**config.mk**
```make
export PLATFORM = sky130hd
export DESIGN_NAME = fetch_sequencer
export DESIGN_NICKNAME = d
export VERILOG_FILES = /design/src/rtl/fetch_sequencer.sv
export SDC_FILE = /design/constraint.sdc
export NUM_CORES = 1
export LEC_CHECK = 0
export CELL_PAD_IN_SITES_DETAIL_PLACEMENT = 0
export CELL_PAD_IN_SITES_GLOBAL_PLACEMENT = 2
export CORE_MARGIN = 2
export CORE_UTILIZATION = 31
export CTS_CLUSTER_SIZE = 30
export DETAILED_ROUTE_END_ITERATION = 10
export GPL_ROUTABILITY_DRIVEN = 1
export PLACE_DENSITY_LB_ADDON = 0.1
export SYNTH_ARGS = -nofsm -noshare
export SYNTH_HDL_FRONTEND = slang
export SYNTH_SLANG_ARGS = --single-unit
```
**constraint.sdc**
```tcl
create_clock -name clk_i -period 6.65 [get_ports clk_i]
set_input_delay 1.995 -clock clk_i [delete_from_list [all_inputs] [get_ports clk_i]]
set_output_delay 1.995 -clock clk_i [all_outputs]
set_load 0.05 [all_outputs]
```
**src/rtl/fetch_sequencer.sv**
```systemverilog
// -----------------------------------------------------------------------------
// fetch_sequencer
//
// Front-end fetch controller. Issues I-cache line requests starting at
// BOOT_ADDR (or a redirect target), remembers the fetch address of every
// in-flight request, and forwards each returned line together with its fetch
// address to the instruction re-aligner. A downstream credit budget ensures
// every returned line has a slot. After a redirect, responses still in flight
// are silently dropped.
//
// Ports
//   clk_i, rst_i        clock, asynchronous active-high reset
//   flush_i             redirect strobe, kills all in-flight fetches
//   redirect_addr_i     new fetch address, sampled while flush_i=1
//   halt_i              stop issuing new requests (level)
//   req_valid_o/req_ready_i/req_addr_o   cache request channel
//   resp_valid_i/resp_data_i             cache response (in order, no stall)
//   credit_return_i     downstream freed one line slot (pulse)
//   realign_valid_o/realign_addr_o/realign_data_o  line to re-aligner
//   realign_flush_o     flush to re-aligner
// -----------------------------------------------------------------------------
module fetch_sequencer #(
  parameter int          FETCH_WIDTH     = 32,
  parameter logic [63:0] BOOT_ADDR       = 64'h8000_0000,
  parameter int          MAX_OUTSTANDING = 2,
  parameter int          CREDITS         = 4
) (
  input  logic                   clk_i,
  input  logic                   rst_i,
  input  logic                   flush_i,
  input  logic [63:0]            redirect_addr_i,
  input  logic                   halt_i,
  output logic                   req_valid_o,
  input  logic                   req_ready_i,
  output logic [63:0]            req_addr_o,
  input  logic                   resp_valid_i,
  input  logic [FETCH_WIDTH-1:0] resp_data_i,
  input  logic                   credit_return_i,
  output logic                   realign_valid_o,
  output logic [63:0]            realign_addr_o,
  output logic [FETCH_WIDTH-1:0] realign_data_o,
  output logic                   realign_flush_o
);

  localparam int FETCH_BYTES = FETCH_WIDTH / 8;
  localparam int CNT_W       = $clog2(MAX_OUTSTANDING + 1);
  localparam int PTR_W       = (MAX_OUTSTANDING > 1) ? $clog2(MAX_OUTSTANDING) : 1;
  localparam int CRED_W      = $clog2(CREDITS + 1);

  typedef enum logic [1:0] {
    ST_BOOT,
    ST_RUN,
    ST_HALTED
  } state_t;

  state_t             state_q, state_d;
  logic [63:0]        npc_q;
  logic [CNT_W-1:0]   count_q;     // outstanding requests = FIFO occupancy
  logic [CNT_W-1:0]   drop_cnt_q;  // stale responses still to be discarded
  logic [CRED_W-1:0]  credits_q;
  logic [PTR_W-1:0]   wr_ptr_q, rd_ptr_q;
  logic [63:0]        addr_mem [MAX_OUTSTANDING];

  logic               handshake;
  logic               resp_accept;
  logic               resp_drop;
  logic [CRED_W:0]    cred_sum;
  logic [CRED_W-1:0]  credits_d;

  function automatic logic [PTR_W-1:0] ptr_inc(input logic [PTR_W-1:0] p);
    if (p == PTR_W'(MAX_OUTSTANDING - 1)) return '0;
    return p + PTR_W'(1);
  endfunction

  // Request side: registered counts only, so a request once raised can only
  // be withdrawn by a flush (counts can only move in its favour meanwhile).
  assign req_valid_o = (state_q == ST_RUN) && !flush_i &&
                       (count_q < CNT_W'(MAX_OUTSTANDING)) && (credits_q != '0);
  assign req_addr_o  = npc_q;
  assign handshake   = req_valid_o && req_ready_i;

  // A response with nothing outstanding is spurious and changes nothing.
  assign resp_accept = resp_valid_i && (count_q != '0);
  assign resp_drop   = resp_accept && ((drop_cnt_q != '0) || flush_i);

  assign realign_valid_o = resp_accept && !resp_drop;
  assign realign_addr_o  = realign_valid_o ? addr_mem[rd_ptr_q] : 64'h0;
  assign realign_data_o  = realign_valid_o ? resp_data_i : '0;
  assign realign_flush_o = flush_i;

  // NOTE: every signal assigned in always_comb gets a default first so that
  // no path leaves it unassigned, which would infer a latch.
  always_comb begin
    state_d = state_q;
    unique case (state_q)
      ST_BOOT:   state_d = ST_RUN;
      ST_RUN:    if (halt_i && (!req_valid_o || handshake)) state_d = ST_HALTED;
      ST_HALTED: if (!halt_i || flush_i) state_d = ST_RUN;
      default:   state_d = ST_BOOT;
    endcase
  end

  // Credits: all same-cycle events sum, then saturate at the reset budget.
  always_comb begin
    cred_sum = {1'b0, credits_q}
             - (CRED_W+1)'(handshake)
             + (CRED_W+1)'(credit_return_i)
             + (CRED_W+1)'(resp_drop);
    credits_d = credits_q;
    if (cred_sum > (CRED_W+1)'(CREDITS)) credits_d = CRED_W'(CREDITS);
    else                                 credits_d = cred_sum[CRED_W-1:0];
  end

  // NOTE: sequential state uses non-blocking assignments so that all
  // registers update together from the pre-edge values.
  always_ff @(posedge clk_i or posedge rst_i) begin
    if (rst_i) begin
      state_q    <= ST_BOOT;
      npc_q      <= BOOT_ADDR;
      count_q    <= '0;
      drop_cnt_q <= '0;
      credits_q  <= CRED_W'(CREDITS);
      wr_ptr_q   <= '0;
      rd_ptr_q   <= '0;
    end else begin
      state_q   <= state_d;
      credits_q <= credits_d;
      count_q   <= count_q + CNT_W'(handshake) - CNT_W'(resp_accept);

      if (flush_i)        npc_q <= redirect_addr_i;
      else if (handshake) npc_q <= (npc_q & ~64'(FETCH_BYTES - 1)) + 64'(FETCH_BYTES);

      // Everything still in flight after this cycle is stale.
      if (flush_i)                           drop_cnt_q <= count_q - CNT_W'(resp_accept);
      else if (resp_drop && drop_cnt_q != '0) drop_cnt_q <= drop_cnt_q - CNT_W'(1);

      if (handshake)   wr_ptr_q <= ptr_inc(wr_ptr_q);
      if (resp_accept) rd_ptr_q <= ptr_inc(rd_ptr_q);
    end
  end

  // NOTE: the address storage is not reset; entries are only read while
  // occupied and the re-aligner outputs are gated to zero otherwise.
  always_ff @(posedge clk_i) begin
    if (handshake) addr_mem[wr_ptr_q] <= npc_q;
  end

endmodule

```
==> run summary, run 1 <==
After clock tree synthesis, the repair step resized 0 gates. The die is 182 um tall. Setup repair after global routing left no endpoint under its margin. The cell at the root of the clock tree was clkbuf_16. The sum of negative setup slack is 0 ps, and the slew at the pin with the worst max-slew slack is 1000 ps. The flip-flop and latch count after synthesis was 203; the async set-reset flop share out of synthesis was 0.369.

The number of enable flip-flop cells after synthesis came out at 128. After layout, the worst setup slack is 998 ps. The worst min-delay path class was flop to flop. The worst path needs 5650 ps of the cycle, external delays included. The worst setup path is launched from a primary input. The final instance count without filler cells was 1,548. The number of endpoints with negative hold slack in the final report is 0.

The number of buffers on the longest clock path was 3. The total congestion overflow is 0, and the signed area change from the synthesized netlist to the final layout is 49.5%. The logs give 0.467 for the core utilization of the finished layout and 2 for the initial antenna violation count. The routed layout has 7,957 vias.

The count of hold-fix buffers inserted at cts was 0; the routed via count divided by cell count was 5.14. The starting density of the core is 0.312, and the number of I/O port buffers is 265. The H-tree depth came out at 1. TritonCTS built the clock tree. The share of post-route cells with drive strength above 1 works out to 0.160. For the sum of net half-perimeters after detailed placement, the log shows 21,700 um. The run gives 0.333 as the headroom to the max-slew limit. The pre-CTS setup slack was 1010 ps; the highest net fanout along the worst path was 9. Counting distinct cell types in the post-synthesis netlist gives 56.

For this block, the routed nets add up to 31,500 um of wire. The portion of the clock cycle consumed by the worst path in the final layout was 0.850; the die span in x was 182 um. Setup violations remaining at the end of the flow were counted as 0. In the final routed layout, each cell accounts on average for 20.4 um. After synthesis, the mean cell area works out to 11.3 um^2. For the max-cap check violation count, the log shows 0. The post-synthesis net count came out at 984. The tools report the antenna violation net count after detailed routing as 0. After floorplanning, the core was divided into 65 placement rows. The total power density per cell area works out to 312 nW/um^2. At the end of the flow, the number of nets in the layout was 1,240.

The sequential cell area fraction in the yosys report was 0.583. The global-route usage over all layers was 0.189. In this run the cell area of the synthesized design comes to 9810 um^2.

The floorplan step defined a core boundary enclosing 31,400 um^2. Across the VDD grid, the largest voltage drop is 184 uV. Pin placement for this block handled 266 I/O pins. The number of instances in the synthesized netlist came out at 871. Prevailing post-synth register cell: edfxtp_1.

Type of destination of the critical path: a primary output. The DRC violations left is 0, and the largest net degree at the start of global routing is 74. The first TritonRoute pass finished after 6 iterations. For the global-route wire length before repair, the log shows 48,400 um.

The run finished with clean final reports. The number of global-route vias before repair is 7,935. The top cell types in the final layout, fill and taps aside, are clkdlybuf4s50_1 (167), edfxtp_1 (128), buf_12 (97), nand2_1 (86), nor2_1 (85).

For the clock latency at the later pin of the worst-skew pair, the log shows 520 ps. Across the routed clock network, the largest skew measured is 12.6 ps. In this run, CTS created clock tree buffers numbering 24. Static timing analysis puts the maximum clock frequency at 0.177 GHz.

Clock-pin transition on the worst setup and hold timing paths: 60 ps. Counting every sink on the clock net gives 203. The full die area was 33,100 um^2. The count of yosys warnings during synthesis was 0. The tools report the max-slew violation count as 0. The most common cell after layout, fill and taps aside is clkdlybuf4s50_1. After clock tree synthesis, the setup repair step added 0 buffers. The critical path data required time is 4660 ps, and the worst endpoint data arrival time is 3660 ps. The initial DRC count is 450, and the leakage power is 5.67 nW. The worst setup path is of the primary input to primary output kind. The cell count after placement was 1,503; the final weighted congestion in routability-driven placement was 0.764.
==> critical path, cell delays in order <==
cell             delay (ps)
buf_2                   150
or4b_4                  530
nor2_1                  160
clkdlybuf4s50_1         820
==> registers in the layout (all words and copies together) (netlist names) <==
register	count
req_addr_o	64
count_q	2
credits_q	3
wr_ptr_q	1
rd_ptr_q	1
drop_cnt_q	2
addr_mem	128
state_q	2
==> layout make-up <==
| class | count | area (um^2) |
|---|---|---|
| fill | 2873 | 16700 |
| sequential | 203 | 5730 |
| multi-input combinational | 589 | 3780 |
| timing repair buffer | 282 | 3750 |
| clock buffer | 29 | 661 |
| tap | 402 | 503 |
| clock inverter | 15 | 145 |
| inverter | 27 | 103 |
| antenna | 1 | 2.50 |
==> synth_stat cells (all sizes together) (7+ instances only) <==
cell type / n / area share
o211ai: 29 / 0.022
and3: 44 / 0.028
a22oi: 7 / 0.0054
nand2: 87 / 0.033
clkbuf: 32 / 0.012
nand3: 52 / 0.027
ha: 8 / 0.010
edfxtp: 128 / 0.39
nor2: 87 / 0.033
a21oi: 8 / 0.0041
mux2i: 69 / 0.070
nor4: 14 / 0.012
xnor2: 7 / 0.0063
o21ai: 29 / 0.015
a31oi: 14 / 0.0089
o311ai: 15 / 0.013
nor3: 14 / 0.0083
dfrtp: 73 / 0.19
nand4: 31 / 0.024
or4: 15 / 0.011
and2: 11 / 0.0070
xor2: 7 / 0.0063
inv: 27 / 0.010
buf: 20 / 0.011
==> power breakdown <==
| part | total, mW | leakage [nW] | internal [mW] | switching [mW] |
|---|---|---|---|---|
| combinational | 1.49 | 3.21 | 0.624 | 0.866 |
| clock | 1.34 | 0.386 | 0.790 | 0.549 |
| sequential | 1.75 | 2.07 | 1.52 | 0.231 |
| total | 4.58 | 5.67 | 2.93 | 1.65 |
==> cells by family after synthesis <==
group,count (synthesis),synth area share
compound gates,121,0.0858
xor+xnor,14,0.0125
fa+ha+maj,10,0.0143
buf+inv,79,0.0332
flops,203,0.583
mux,69,0.0704
simple gates,375,0.200
==> through the flow <==
step           hold slack (ps)  cell area (um^2)  power [mW]
5_1_grt                    526             14700        4.79
2_1_floorplan              451              9810        2.62
6_report                   501             14700        4.58
3_3_place_gp               491             13900        3.28
4_1_cts                    494             14700        4.64
3_5_place_dp               485             13900        3.28
==> worst paths after layout <==
check / to / from / cells after the start / slack (ps)
max: req_valid_o / flush_i / 4 / 1000
min: state_q[0] / state_q[0] / 1 / 500
max reg2reg: credits_q[0] / count_q[1] / 10 / 3200
min reg2reg: state_q[0] / state_q[0] / 1 / 500
max in group asynchronous: req_addr_o[61] / rst_i / 3 / 3680
min in group asynchronous: req_addr_o[1] / rst_i / 2 / 1920
==> per-layer routing <==
metal  wire [um]  GRT usage  share of wire
met4         314     0.0297          0.010
met5          13          0        0.00041
met2       15000      0.309           0.47
met1       14200      0.259           0.45
met3        1990     0.0459          0.063
(Power assumes the default switching activity.)
==> run 2, diff against run 1 <==
==> constraint.sdc (replaced) <==
create_clock -name clk_i -period 5.8 [get_ports clk_i]
set_input_delay 1.74 -clock clk_i [delete_from_list [all_inputs] [get_ports clk_i]]
set_output_delay 1.74 -clock clk_i [all_outputs]
set_load 0.05 [all_outputs]
==> run 2 against run 1 <==
Clock-buffer cell count decreased by 1. Combinational power increased by 12%. Wire length decreased by 0.73%. Via count increased by 0.21%. Flip-flop and latch count unchanged. Setup slack got worse by 180 ps. Register-to-register slack got worse by 490 ps. First-iteration DRC count decreased by 2.9%. Sequential power increased by 16%. Global-route usage decreased by 0.18 points. Die area unchanged. Total power increased by 16%. Critical endpoint is now realign_addr_o[27].
==> run summary, run 2 (synthesized netlist as in run 1, its figures left out) <==
Number of filler cells placed in the layout: 2,869 (was 2,873). The number of global-route vias before repair was 7,689 (was 7,935); the headroom to the max-slew limit was 0.320 (was 0.333). The initial antenna violation count is 3 (was 2). The number of endpoints with negative hold slack in the final report is 0 (unchanged). The number of nets in the final layout was 1,241 (was 1,240). The tools report the type of destination of the critical path as a primary output (unchanged). The tools report the switching power total as 1.86 mW (was 1.65 mW).

The critical path data required time is 4060 ps (was 4660 ps), and the initial DRC count is 437 (was 450). The signed area change from the synthesized netlist to the final layout was 50.1% (was 49.5%). Highest net fanout along the worst path: 37 (was 9). The run gives 520 ps (about the same) as the clock latency at the later pin of the worst-skew pair. For the portion of total power attributed to combinational logic, the log shows 0.314 (was 0.326). The tools report the antenna violation net count after detailed routing as 0 (unchanged). The tools report the critical hold path startpoint as state_q[0] (unchanged). Commonest cells after routing, fill and taps aside: clkdlybuf4s50_1 (166), edfxtp_1 (128), buf_12 (97), nand2_1 (86), nor2_1 (85) (was clkdlybuf4s50_1 (167), edfxtp_1 (128), buf_12 (97), nand2_1 (86), nor2_1 (85)). The count of hold-fix buffers inserted at cts was 0 (unchanged); the final weighted congestion in routability-driven placement was 0.741 (was 0.764). The total area of sequential cells was 5730 um^2 (unchanged); the final cell area excluding filler cells was 14,700 um^2 (about the same).

The worst min-delay path class was flop to flop (unchanged). The source of the critical timing path was resp_valid_i (was flush_i). Largest net degree at the start of global routing: 75 (was 74).

The number of flip-flops in the largest register was 128 (unchanged). The footprint of the multi-input gates came out at 3780 um^2 (unchanged). The sum of negative setup slack is 0 ps (unchanged), and the global-route usage over all layers is 0.187 (was 0.189).

The logs give 0 (unchanged) for the final number of setup-violating endpoints and 0 (unchanged) for the post-CTS setup buffer count. The run gives 3 (unchanged) as the number of buffers on the longest clock path. The logs give 21,700 um (about the same) for the sum of net half-perimeters after detailed placement and 203 (unchanged) for the total number of clock tree sinks.

The tools report the critical register-to-register path startpoint as count_q[1] (unchanged). The die span in x is 182 um (unchanged), and the length in cells of the worst reg-to-reg path is 10 (unchanged). Max-slew violation count: 0 (unchanged). The type of the worst setup path was primary input to primary output (unchanged).

The total power density per cell area is 362 nW/um^2 (was 312 nW/um^2). Internal power of the cells: 3.47 mW (was 2.93 mW). The number of I/O port buffers works out to 265 (unchanged). The number of vias in the routed layout is 7,974 (was 7,957), and the slew at the pin with the worst max-slew slack is 1020 ps (was 1000 ps). The hold-critical path depth was 1 (unchanged). Cell at the root of the clock tree: clkbuf_16 (unchanged). The number of standard-cell rows in the floorplan was 65 (unchanged).

The max-cap check violation count was 0 (unchanged). The full die area is 33,100 um^2 (unchanged). The cell area after placement was 13,900 um^2 (about the same).

TritonCTS built the clock tree. The share of post-route cells with drive strength above 1 works out to 0.159 (was 0.160). The total detailed-routing wirelength is 31,300 um (was 31,500 um). The tools report the kind of launch point of the worst setup path as a primary input (unchanged). Setup repair after global routing left no endpoint under its margin. The DRC violations left is 0 (unchanged), and the routed via count divided by cell count is 5.15 (was 5.14). Part of the total power dissipated in the clock network: 0.306 (was 0.293). The global-route wire length before repair is 48,000 um (was 48,400 um), and the portion of the clock cycle consumed by the worst path in the final layout is 0.860.

Leakage power: 5.69 nW (was 5.67 nW). The run gives 12.5 ps (was 12.6 ps) as the final setup skew. For the quantity of gates resized following cts, the log shows 0 (unchanged). The run gives 211 uV (was 184 uV) as the worst voltage drop across the vdd grid. Most common cell after layout, fill and taps aside: clkdlybuf4s50_1 (unchanged). The detailed-router iteration count before antenna repair came out at 5 (was 6). The total congestion overflow came out at 0 (unchanged). The mean routed wirelength per cell was 20.2 um (was 20.4 um). The clock-pin transition on the worst setup and hold timing paths works out to 60 ps (about the same).

The worst endpoint data arrival time was 3250 ps (was 3660 ps). The logs give 492 ps (was 501 ps) for the final worst hold slack and 0.312 (unchanged) for the starting density of the core. The tools report the overall power of the completed layout as 5.33 mW (was 4.58 mW). For the H-tree depth, the log shows 1 (unchanged). The tools report the proportion of power drawn by flip-flops and latches as 0.381 (was 0.382).

The area of the core is 31,400 um^2 (unchanged), and the minimum clock period after layout is 4990 ps. The switching power share of the total was 0.349 (was 0.360); the count of boundary I/O pins was 266 (unchanged). The register ranked first by flip-flop count is addr_mem (unchanged). Based on the critical path, the design can be clocked at up to 0.201 GHz. The number of CTS-inserted buffers was 24 (unchanged). The flow ran to the end, and the final reports show no timing, DRC or antenna violations. The height of the chip is 182 um (unchanged).
[run 2: area by class of cell]
cell class	count	area share
flip-flops and latches	203	0.389
multi-input cells	589	0.257
repair buffers	283	0.255
clock buffers	28	0.0432
well taps	402	0.0342
clock inverters	16	0.0150
inverters	27	0.00697
diodes	1	0.000170
[run 2: power groups by stage]
stage / Sequential, mW / Combinational [mW] / Clock (mW)
6_report: 2.03 / 1.67 / 1.63
5_1_grt: 2.07 / 1.79 / 1.72
4_1_cts: 2.04 / 1.70 / 1.67
3_5_place_dp: 2.06 / 1.69 / 0
3_3_place_gp: 2.06 / 1.69 / 0
2_1_floorplan: 2.10 / 0.898 / 0
[run 2: metal layers]
layer | vias up | GRT usage | wire (um)
met4 | 2 | 0.0329 | 406
met3 | 33 | 0.0405 | 1980
met1 | 3912 | 0.262 | 14300
li1 | 3801 | - | -
met2 | 226 | 0.302 | 14600
met5 | - | 0 | 15
[run 2: critical path, cell delays in order]
cell and delay (ps):
clkdlybuf4s50_1 450, o21ai_0 140, inv_1 130, nand2_2 60, buf_4 240, nor2_1 270
buf_12 170
[run 2: path summary, 6_finish.rpt]
path	endpoint	slack, ps
setup / recovery	realign_addr_o[27]	810
hold / removal	state_q[0]	490
setup reg to reg	credits_q[1]	2710
hold reg to reg	state_q[0]	490
max in group asynchronous	credits_q[2]	3080
min in group asynchronous	req_addr_o[0]	1730
[run 2: through the flow]
stage / util / instances / worst slack [ps]
global placement: 0.442 / 1504 / 789
finish: 0.469 / 1549 / 813
CTS: 0.469 / 1548 / 797
detailed placement: 0.442 / 1504 / 804
global route: 0.469 / 1548 / 658
floorplan: - / 871 / 548
